`config.mk`:
```
export PLATFORM = sky130hd
export DESIGN_NAME = alu_issue_stage
export DESIGN_NICKNAME = d
export VERILOG_FILES = /design/src/rtl/alu_issue_stage_pkg.sv /design/src/rtl/alu_ctrl_decode.sv /design/src/rtl/alu_issue_stage.sv
export SDC_FILE = /design/constraint.sdc
export NUM_CORES = 1
export LEC_CHECK = 0
export CAP_MARGIN = 15
export CORE_UTILIZATION = 39
export DETAILED_ROUTE_END_ITERATION = 10
export PLACE_DENSITY = 0.8
export SYNTH_ARGS = -nofsm -noshare
export SYNTH_HDL_FRONTEND = slang
export SYNTH_SLANG_ARGS = --single-unit
```
`constraint.sdc`:
```
create_clock -name clk -period 0.8 [get_ports clk]
set_input_delay 0.12 -clock clk [delete_from_list [all_inputs] [get_ports clk]]
set_output_delay 0.12 -clock clk [all_outputs]
set_load 0.005 [all_outputs]
```
`src/rtl/alu_issue_stage_pkg.sv`:
```
// Shared ALU defines: datapath width, EX-stage operation codes, MIPS opcode/funct constants.
// Pure declarations; no latency or flow control.
package alu_issue_stage_pkg;

    localparam int ALU_WIDTH = 32;

    typedef enum logic [3:0] {
        EXE_NO_OPERATION = 4'd0,
        EXE_ADD          = 4'd1,
        EXE_SUB          = 4'd2,
        EXE_AND          = 4'd3,
        EXE_OR           = 4'd4,
        EXE_SLT          = 4'd5,
        EXE_NOR          = 4'd6,
        EXE_SLL          = 4'd7,
        EXE_SRL          = 4'd8
    } exe_op_e;

    localparam logic [5:0] OP_RTYPE = 6'h00;
    localparam logic [5:0] OP_BEQ   = 6'h04;
    localparam logic [5:0] OP_ADDI  = 6'h08;
    localparam logic [5:0] OP_ADDIU = 6'h09;
    localparam logic [5:0] OP_SLTI  = 6'h0A;
    localparam logic [5:0] OP_ANDI  = 6'h0C;
    localparam logic [5:0] OP_ORI   = 6'h0D;
    localparam logic [5:0] OP_LW    = 6'h23;
    localparam logic [5:0] OP_SW    = 6'h2B;

    localparam logic [5:0] FN_SLL   = 6'h00;
    localparam logic [5:0] FN_SRL   = 6'h02;
    localparam logic [5:0] FN_ADD   = 6'h20;
    localparam logic [5:0] FN_ADDU  = 6'h21;
    localparam logic [5:0] FN_SUB   = 6'h22;
    localparam logic [5:0] FN_SUBU  = 6'h23;
    localparam logic [5:0] FN_AND   = 6'h24;
    localparam logic [5:0] FN_OR    = 6'h25;
    localparam logic [5:0] FN_NOR   = 6'h27;
    localparam logic [5:0] FN_SLT   = 6'h2A;

endpackage

```
`src/rtl/alu_ctrl_decode.sv`:
```
// Combinational instruction decode to ALU operation and operand-select controls.
// Latency: 0 cycles (pure logic); no backpressure.
module alu_ctrl_decode
    import alu_issue_stage_pkg::*;
(
    input  logic [31:0] instr_id,
    output exe_op_e     exe_op,
    output logic        imm_sel,
    output logic        sext_sel,
    output logic        shamt_sel,
    output logic        illegal
);

    logic [5:0] w_opcode;
    logic [5:0] w_funct;
    logic       w_unused_fields;

    assign w_opcode        = instr_id[31:26];
    assign w_funct         = instr_id[5:0];
    assign w_unused_fields = ^instr_id[25:6];

    always_comb begin
        exe_op    = EXE_NO_OPERATION;
        imm_sel   = 1'b0;
        sext_sel  = 1'b0;
        shamt_sel = 1'b0;
        illegal   = 1'b0;
        case (w_opcode)
            OP_RTYPE: begin
                // Every R-type carries its shamt field through, not only shifts.
                shamt_sel = 1'b1;
                case (w_funct)
                    FN_ADD, FN_ADDU: exe_op = EXE_ADD;
                    FN_SUB, FN_SUBU: exe_op = EXE_SUB;
                    FN_AND:          exe_op = EXE_AND;
                    FN_OR:           exe_op = EXE_OR;
                    FN_NOR:          exe_op = EXE_NOR;
                    FN_SLT:          exe_op = EXE_SLT;
                    FN_SLL:          exe_op = EXE_SLL;
                    FN_SRL:          exe_op = EXE_SRL;
                    default: begin
                        shamt_sel = 1'b0;
                        illegal   = 1'b1;
                    end
                endcase
            end
            OP_ADDI, OP_ADDIU, OP_LW, OP_SW: begin
                exe_op   = EXE_ADD;
                imm_sel  = 1'b1;
                sext_sel = 1'b1;
            end
            OP_SLTI: begin
                exe_op   = EXE_SLT;
                imm_sel  = 1'b1;
                sext_sel = 1'b1;
            end
            OP_ANDI: begin
                exe_op  = EXE_AND;
                imm_sel = 1'b1;
            end
            OP_ORI: begin
                exe_op  = EXE_OR;
                imm_sel = 1'b1;
            end
            OP_BEQ: exe_op = EXE_SUB;
            default: illegal = 1'b1;
        endcase
    end

endmodule

```
`src/rtl/alu_issue_stage.sv`:
```
// ID->EX issue register: decodes instr_id, muxes operands, registers ALU inputs. Latency: 1 cycle.
// Backpressure: stall holds all EX registers; flush overrides stall and loads a bubble.
module alu_issue_stage
    import alu_issue_stage_pkg::*;
#(
    parameter int WIDTH = ALU_WIDTH
) (
    input  logic             clk,
    input  logic             rst_n,
    input  logic [31:0]      instr_id,
    input  logic             valid_id,
    input  logic [WIDTH-1:0] rs_val_id,
    input  logic [WIDTH-1:0] rt_val_id,
    input  logic             stall,
    input  logic             flush,
    output logic [WIDTH-1:0] val1,
    output logic [WIDTH-1:0] val2,
    output logic [4:0]       shamt,
    output logic [3:0]       alucontrol_exe,
    output logic             valid_exe,
    output logic             illegal_exe
);

    exe_op_e          w_exe_op;
    logic             w_imm_sel;
    logic             w_sext_sel;
    logic             w_shamt_sel;
    logic             w_illegal;
    logic [WIDTH-1:0] w_imm_ext;
    logic [WIDTH-1:0] w_val2;
    logic [4:0]       w_shamt;
    logic             w_unused_instr;

    exe_op_e          r_alucontrol;
    logic [WIDTH-1:0] r_val1;
    logic [WIDTH-1:0] r_val2;
    logic [4:0]       r_shamt;
    logic             r_valid;
    logic             r_illegal;

    alu_ctrl_decode u_decode (
        .instr_id  (instr_id),
        .exe_op    (w_exe_op),
        .imm_sel   (w_imm_sel),
        .sext_sel  (w_sext_sel),
        .shamt_sel (w_shamt_sel),
        .illegal   (w_illegal)
    );

    assign w_unused_instr = ^instr_id[31:16];

    assign w_imm_ext = w_sext_sel ? {{(WIDTH-16){instr_id[15]}}, instr_id[15:0]}
                                  : {{(WIDTH-16){1'b0}}, instr_id[15:0]};
    assign w_val2    = w_imm_sel ? w_imm_ext : rt_val_id;
    assign w_shamt   = w_shamt_sel ? instr_id[10:6] : 5'd0;

    // Priority: flush > stall > bubble (no valid) > illegal > normal load.
    always_ff @(posedge clk or negedge rst_n) begin
        if (!rst_n) begin
            r_alucontrol <= EXE_NO_OPERATION;
            r_val1       <= '0;
            r_val2       <= '0;
            r_shamt      <= '0;
            r_valid      <= 1'b0;
            r_illegal    <= 1'b0;
        end else if (flush || (!stall && !valid_id)) begin
            r_alucontrol <= EXE_NO_OPERATION;
            r_val1       <= '0;
            r_val2       <= '0;
            r_shamt      <= '0;
            r_valid      <= 1'b0;
            r_illegal    <= 1'b0;
        end else if (!stall) begin
            r_valid <= 1'b1;
            if (w_illegal) begin
                r_alucontrol <= EXE_NO_OPERATION;
                r_val1       <= '0;
                r_val2       <= '0;
                r_shamt      <= '0;
                r_illegal    <= 1'b1;
            end else begin
                r_alucontrol <= w_exe_op;
                r_val1       <= rs_val_id;
                r_val2       <= w_val2;
                r_shamt      <= w_shamt;
                r_illegal    <= 1'b0;
            end
        end
    end

    assign val1           = r_val1;
    assign val2           = r_val2;
    assign shamt          = r_shamt;
    assign alucontrol_exe = r_alucontrol;
    assign valid_exe      = r_valid;
    assign illegal_exe    = r_illegal;

endmodule

```
Word level (Yosys, flattened, before mapping)
Cells that the tools add are included.
{ "totals": {"register_bits": 75, "input_bits": 101, "output_inout_bits": 75, "wordCells": 65} }
{ "op_classes": {"eq_ne": 18, "n_mux": 28, "n_reduce_logical": 13} }
{ "ops": {"columns": ["op", "n"], "rows": [
  ["$mux W32", 8],
  ["$eq A6 B6 Y1 const B", 10],
  ["$pmux W4 S8", 1],
  ["$eq A6 B4 Y1 const B", 5],
  ["$pmux W4 S6", 1],
  ["$mux W5", 4],
  ["$logic_not A6 Y1", 2],
  ["$mux W4", 3],
  ["$mux W1", 10],
  ["$reduce_or A10 Y1", 1],
  ["$reduce_or A8 Y1", 1],
  ["$reduce_or A7 Y1", 1],
  ["$eq A6 B2 Y1 const B", 1],
  ["$eq A6 B3 Y1 const B", 1],
  ["$reduce_or A5 Y1", 1],
  ["$reduce_or A2 Y1", 2],
  ["$reduce_or A4 Y1", 1],
  ["$logic_not A1 Y1", 2],
  ["$ne A2 B1 Y1 const B", 1],
  ["$pmux W1 S2", 1],
  ["$logic_and A1 B1 Y1", 1],
  ["$logic_or A1 B1 Y1", 1]
]} }

Longest topological paths before layout
Gate-level depths: netlist of run 1.
{ "logic_depth": {"ltp_word": 8, "mapped_depth": 8, "depth_no_buf": 5} }

Modules after synthesis
From an unflattened synthesis of run 1, not the netlist that was laid out.
{ "unflattened": {"cells_unflattened": 279, "hier_area_um2": 3440.8} }
{ "by_module_without_submodules": {"columns": ["mod", "n_inst", "cells_each", "area_per_inst_um2"], "rows": [
  ["alu_issue_stage", 1, 227, 3086.7],
  ["alu_ctrl_decode", 1, 52, 354.1]
]} }

Worst setup path after synthesis of run 1
No wires, ideal clock.
{ "synth_path": {"path_kind": "input-to-reg", "from": "input port instr_id[2]", "to": "register r_val2[22] (netlist: val2[22])", "setup_time_ns": 0.074, "t_arrival_ns": 1.728, "t_required_ns": 0.726, "path_slack_ns": -1.002, "path_stages": 8, "n_path_buf": 3, "cell_sequence": "buf_4 > or3_4 > o32ai_4 > nor2_2 > or4b_1 > buf_2 > buf_6 > o21ai_2"} }
{ "synth_via": {"elab_chain_len": 7} }
{ "synth_lines": {"columns": ["element", "line", "rtl"], "rows": [
  ["start, declared", "alu_issue_stage.sv:10", "input logic [31:0] instr_id,"],
  ["$eq A6 B6 Y1 (tied with other cells)", "alu_ctrl_decode.sv:32", "case (w_funct)"],
  ["$reduce_or A10 Y1 (no line) *", null, null],
  ["$mux W1 *", "alu_ctrl_decode.sv:32", null],
  ["$pmux W1 S2 *", "alu_ctrl_decode.sv:28", "case (w_opcode)"],
  ["$mux W32 *", "alu_issue_stage.sv:75", "if (w_illegal) begin"],
  ["$mux W32 *", "alu_issue_stage.sv:73", "end else if (!stall) begin"],
  ["$mux W32 *", "alu_issue_stage.sv:66", "end else if (flush || (!stall && !valid_id)) begin"],
  ["end signal, assigned", "alu_issue_stage.sv:84", "r_val2 <= w_val2;"],
  ["end, declared", "alu_issue_stage.sv:36", "logic [WIDTH-1:0] r_val2;"]
]} }
Mark *: on every way between the ends. The rest lies on a longest branch, timed or not. The select of a mux whose other input is x is not followed.
A chain may end at the register's enable or synchronous reset.

Worst setup path after layout of run 1
{ "layout_path": {"from": "input port instr_id[0]", "to": "register r_val2[25] (netlist: val2[25])"} }
The elaborated chain is that of the path after synthesis.

==> impl_metrics.tcl, run 1 <==
set metrics [dict create \
    p_leak_nw 3.04 \
    ant_nets 0 \
    maxCapViolations 0 \
    yosysUniqueCellTypes 42 \
    grt_start_max_net_pins 51 \
    switching_share_pct 24.5 \
    min_path_type "in -> reg" \
    synth_edf_count 0 \
    grt_usage_pct 25.6 \
    utilization_pct 72.7 \
    final_common_cell "buf_4" \
    internal_power_w 0.00636 \
    status "finished, violations left" \
    p_sw_w 0.00206 \
    avgRoutedWirePerCell_um 17.1 \
    path_delay_family "simple AND/OR/NAND/NOR gates" \
    cts_tree "yes" \
    grt_pass1_vias 3553 \
    place_area_sq_um 5390 \
    drt-pass1-iter-count 4 \
    critPathMaxFanout 8 \
    async_flop_share_pct 100 \
    initial_core_util_pct 40.2 \
    hold_end "valid_exe" \
    die_w_um 94.0 \
    p_comb_share_pct 16.2 \
    drv_slew 0 \
    worst_r2r_startpoint "val1[0]" \
    io_pins 176 \
    reg2reg_depth 3 \
    arrival_ps 1690 \
    core_region_area_sq_um 8220 \
    hold_viol 0 \
    drc 0 \
    ys_seq_elements 75 \
    crit_chain "buf_8, or3_4, o32ai_4, nor2_2, or4b_4, buf_12, o21ai_4" \
    row_count 33 \
    syn_area_sq_um 3300 \
    yosysSeqAreaShare_pct 56.8 \
    gp_congestion 0.802 \
    grt_pass1_wl_um 17200 \
    slew_headroom_pct 75.1 \
    yosys.area.top_type "dfrtp_1" \
    slowest_delay_ps 550 \
    htreeDepth 3 \
    clkPwrFrac_pct 38.1 \
    layout-drive-gt1-share_pct 47.4 \
    hp-start "flush" \
    finalSetupViolations 149 \
    crit_path_end_kind "register" \
    vdd_ir_drop_max_mv 0.962 \
    final_area_sq_um 5980 \
    cpMaxStageDelayCell "or4b_4" \
    numCtsBuffers 9 \
    crit_type "in -> reg" \
    drt-initial-drc-count 166 \
    synth_warnings 0 \
    avgSynthCellArea_sq_um 11.1 \
    crit_required_ps 1070 \
    final_cell_mix "buf_4 (90), buf_2 (80), dfrtp_1 (75), clkdlybuf4s50_1 (74)" \
    clk_latency_ps 340 \
    antenna_found_initial 0 \
    fp.dieH_um 94.0 \
    layout_min_cycle_time_ps 1420 \
    critPathBufInv 2 \
    clock_path_buffers 2 \
    syn2layout_area_growth_pct 81.0 \
    r2r-end "val1[0]" \
    worst_slack_ps -616 \
    grt_overflow 0 \
    r2r_slack_ps -160 \
    p_seq_share_pct 45.7 \
    fp.dieArea_sq_um 8840 \
    routed_wl_um 11400 \
    final_cells 666 \
    fin_nets 657 \
    fin_skew_ps 0 \
    portBuffers 165 \
    rsz0062_at_grt "true" \
    routed_via_density 5.15 \
    dp_hpwl_um 7220 \
    violations "setup timing" \
    vias 3427 \
    yosys.area.top_type_share_pct 56.8 \
    clkSinkCount 75 \
    syn_nets 399 \
    n_antenna_cell 0 \
    clk_pin_slew_ps 80 \
    num-fill-cells 582 \
    worst_pin_slew_ps 371 \
    finalCritPeriodShare_pct 177 \
    ys.flop_type "dfrtp_1" \
    critPathLaunchType "primary input" \
    fmax_mhz 706 \
    whs_path_depth 3 \
    netlist_instances 298 \
    tns_ps -50720 \
    cts_root_buf "clkbuf_8" \
    power.density_nw_per_um2 1410 \
    dp.cells 588 \
    netlist_top_cells_area "dfrtp_1 (57%), a22o_1 (10%), mux2i_1 (4.9%)" \
]
[cell usage after synthesis (all sizes together) (2+ instances only)]
cell    instances
o21ai          37
buf            10
o22ai           2
a21oi           2
nor2           21
dfrtp          75
nand4b          2
or3             2
nor3            3
nand2          40
o31a            2
nor2b           5
mux2i          16
nand2b          6
nand3           2
a22o           39
o21a            2
nor4            3
clkbuf         14
[how the worst max path moves through the flow]
stage,startpoint,endpoint,slack (ps),depth (start not counted)
floorplan,instr_id[0],val2[22],-930,8
CTS,instr_id[0],val2[25],-640,7
global route,instr_id[0],val2[25],-630,7
global placement,instr_id[0],val2[20],-1280,7
detailed placement,instr_id[0],val2[16],-1400,7
finish,instr_id[0],val2[25],-620,7
[power by group through the flow]
stage | Sequential, W | Combinational (W) | Clock (W)
2_1_floorplan | 0.00393 | 0.000355 | 0
3_3_place_gp | 0.00393 | 0.00117 | 0
3_5_place_dp | 0.00393 | 0.00120 | 0
4_1_cts | 0.00385 | 0.00130 | 0.00330
5_1_grt | 0.00385 | 0.00145 | 0.00343
6_report | 0.00385 | 0.00136 | 0.00321
[what timing repair did]
item | 4_1_cts | 5_1_grt
gates cloned | 3 | 0
hold buffers | 1 | 0
setup buffers | 28 | 32
hold endpoints to repair | 75 | 0
resized for setup | 394 | 21
setup endpoints to repair | 149 | 149
pin swaps | 21 | 11
[metrics by stage]
stage / worst slack, ps / hold slack [ps] / total power (W)
floorplan: -927 / -176 / 0.00429
global placement: -1280 / 119 / 0.00510
detailed placement: -1400 / 128 / 0.00512
CTS: -643 / 188 / 0.00845
global route: -633 / 82.9 / 0.00874
finish: -616 / 88.2 / 0.00842
[worst register-to-register path: stages, from the launching register on]
cell     delay [ps]
dfrtp_1         410
buf_4           140
buf_4           120
a22o_1          190
[kinds of logic after synthesis]
family          synth area share [%]
compound gates                  21.5
buf+inv                         3.68
flops                           56.8
mux                             5.19
simple gates                    12.8
[layout make-up]
class                           instances  area (sq um)  area share (%)
Clock buffer                            9           124            2.07
Sequential cell                        75          1880            31.4
Multi-Input combinational cell        198          1540            25.7
Clock inverter                          7          92.6            1.55
Inverter                                1          3.75          0.0628
Timing Repair Buffer                  271          2210            37.0
Tap cell                              105           131            2.20
[sequential cells by signal (all words and copies together) (netlist names)]
| signal | cells |
|---|---|
| val1 | 32 |
| valid_exe | 1 |
| illegal_exe | 1 |
| alucontrol_exe | 4 |
| val2 | 32 |
| shamt | 5 |
[routing by layer]
layer | GRT usage (%) | vias up | routed length (um)
met2 | 45.9 | 157 | 5970
met4 | 10.1 | 0 | 234
met3 | 5.91 | 19 | 844
met5 | 0 | - | 0
li1 | - | 1588 | -
met1 | 29.4 | 1663 | 4330
Power figures use the tool's default switching activity.
==> inputs of run 2 (changes only) <==
--- a/config.mk
+++ b/config.mk
@@ -5,7 +5,7 @@
 export SDC_FILE = /design/constraint.sdc
 export NUM_CORES = 1
 export LEC_CHECK = 0
-export CAP_MARGIN = 15
+export CAP_MARGIN = 20
 export CORE_UTILIZATION = 39
 export DETAILED_ROUTE_END_ITERATION = 10
 export PLACE_DENSITY = 0.8
==> results of run 2 <==
Final layout, timing and power as in run 1 (identical DEF).
==> inputs of run 3 (changes only) <==
--- a/config.mk
+++ b/config.mk
@@ -5,7 +5,6 @@
 export SDC_FILE = /design/constraint.sdc
 export NUM_CORES = 1
 export LEC_CHECK = 0
-export CAP_MARGIN = 20
 export CORE_UTILIZATION = 39
 export DETAILED_ROUTE_END_ITERATION = 10
 export PLACE_DENSITY = 0.8
==> results of run 3 <==
Final layout, timing and power as in run 1 (identical DEF).
==> edit: new RTL, config.mk and constraints of run 1 <==
Set the package constant `ALU_WIDTH` to 48 (it was 32).
--- a/src/rtl/alu_issue_stage_pkg.sv
+++ b/src/rtl/alu_issue_stage_pkg.sv
@@ -2,7 +2,7 @@
 // Pure declarations; no latency or flow control.
 package alu_issue_stage_pkg;
 
-    localparam int ALU_WIDTH = 32;
+    localparam int ALU_WIDTH = 48;
 
     typedef enum logic [3:0] {
         EXE_NO_OPERATION = 4'd0,
Ports: changed (resized rs_val_id, rt_val_id, val1 and val2); port bits go from 176 to 240. No check against the original RTL was run, so the function may have changed too.
==> edit against run 1 <==
The run still ends with setup timing left. Setup slack worse by 150 ps. Largest power group unchanged. Highest routed layer unchanged. First-iteration DRC count up 30%. Area after synthesis up 39%. Cell area up 37%. Clock power up 31%. Total power up 35%. Sequential cell count up 32. Critical path depth up 2. Die area up 38%. Worst hold slack worse by 9.6 ps. Routed wire length up 43%.
==> edit: results (changes against run 1) <==
- Status: finished, violations left (unchanged).
- Failing checks: setup timing (unchanged).
- The met3 track demand over resource in global routing was 4.007% (was 5.906%).
- The sum of net half-perimeters after detailed placement came to 10,600 um (was 7225 um).
- The number of DRC violations after detailed-routing iteration 0 came to 216 (was 166).
- The master of the slowest instance on the critical path is or3_4 (was or4b_4).
- The multiplexer share of the synthesized area came to 3.702% (was 5.191%).
- The number of routed nets with antenna violations is 0 (unchanged).
- The pin slew with the least headroom to its limit was 337.1 ps (was 370.7 ps).
- The start of the worst register-to-register path is val1[7] (was val1[0]).
- The largest net degree at the start of global routing is 52 (was 51).
- The post-synthesis cell type count came to 44 (was 42).
- The weighted congestion at the end of routability-driven global placement was 0.8118 (was 0.8022).
- The category of cells accounting for the largest share of critical-path delay is simple AND/OR/NAND/NOR gates (unchanged).
- The met2 capacity usage during global routing is 44.93% (was 45.86%).
- Leading post-synthesis cells by cell area: dfrtp_1 58%, a22o_1 11%, o21ai_0 4.6%, nand2_1 4.2%, mux2i_1 3.7% (was dfrtp_1 57%, a22o_1 10%, mux2i_1 4.9%, nand2_1 4.5%, o21ai_2 2.7%).
- The maximum vdd drop came to 1.700 mV (was 0.9624 mV).
- The total routing resource utilization after global routing is 25.67% (was 25.62%).
- The wire length on met3 was 816 um (was 844 um).
- The first-pass GRT wire length came to 24,610 um (was 17,180 um).
- The post-placement setup slack is -1410 ps (was -1397 ps).
- The delay contributed by the slowest stage of the critical path was 440 ps (was 550 ps).
- The smallest setup slack after layout is -768.8 ps (was -616.0 ps).
- The final layout net count was 889 (was 657).
- The final worst hold slack is 78.60 ps (was 88.24 ps).
- The met2 layer wire length in the routed design came to 8300 um (was 5969 um).
- The met1 routed wirelength after detailed routing was 6576 um (was 4331 um).
- Commonest cells in the netlist: 107 x dfrtp_1, 56 x a22o_1, 52 x nand2_1 (was 75 x dfrtp_1, 40 x nand2_1, 39 x a22o_1).
- The source of the worst hold timing path is valid_id (was flush).
- The number of buffers added by the clock tree synthesis step is 9 (unchanged).
- The complex-gate fraction of the synthesized area came to 20.58% (was 21.49%).
- The clock root buffer is clkbuf_16 (was clkbuf_8).
- The number of setup violations in the final report is 213 (was 149).
- The global routing usage on met1 came to 31.03% (was 29.40%).
- The area share of fa/ha/maj cells after synthesis came to 0.2177% (was 0%).
- The highest net fanout along the worst path was 6 (was 8).
- The signal arrival time at the worst endpoint is 1840 ps (was 1690 ps).
- The net count of the mapped netlist is 533 (was 399).
- The static leakage power is 4.243 nW (was 3.041 nW).
- The count of input and output buffers was 229 (was 165).
- The fraction of final layout cells with drive strength greater than 1 was 46.39% (was 47.42%).
- The sequential area share after synthesis came to 58.25% (was 56.84%).
edit: cell count changes after synthesis, moves of 2 or more:
cell      change
buf_2         -2
dfrtp_1      +32
nor2b_1       -3
nand3_1       -2
nor2_1       +15
o21ai_1      -10
o21ai_0      +26
a22o_1       +17
and2b_1       +2
nand2_1      +12
nor3_4        +2
clkbuf_1      +2
buf_6         +9
edit: repair_timing:
| action | in CTS | in global routing |
|---|---|---|
| endpoints found under the setup margin | 213 | 213 |
| hold buffers | 1 | 0 |
| pin swaps | 45 | 16 |
| resized for setup | 504 | 49 |
| setup buffers | 35 | 38 |
| hold endpoints to repair | 107 | 0 |
| gates cloned | 3 | 3 |
edit: area by class of cell:
| cell class | count | area (um^2) |
|---|---|---|
| clock buffers | 11 | 242.7 |
| fillers | 797 | 3296 |
| repair buffers | 379 | 3108 |
| clock inverters | 5 | 36.28 |
| multi-input cells | 259 | 1928 |
| flip-flops and latches | 107 | 2678 |
| well taps | 143 | 178.9 |
edit: where the power goes:
group	leakage (nW)	switching (mW)	internal, mW
Sequential	1.49	0.0326	5.47
Clock	0.128	2.01	2.21
Combinational	2.62	0.727	0.976
edit: stage by stage:
stage,instances,utilization [%],TNS [ps],cell area (um^2),power [mW]
6_report,904,71.26,-88750,8172,11.41
5_1_grt,904,71.26,-95100,8172,11.82
4_1_cts,863,67.29,-99740,7716,11.41
3_5_place_dp,808,65.39,-158930,7498,7.194
3_3_place_gp,808,65.39,-151840,7498,7.149
2_1_floorplan,400,-,-88570,4607,6.053
edit: path summary, 6_finish.rpt:
kind	cells past startpoint	endpoint
max	9	val2[3]
min	3	valid_exe
max reg2reg	3	val1[7]
min reg2reg	2	val2[7]
max in group asynchronous	3	shamt[3]
min in group asynchronous	2	val2[29]
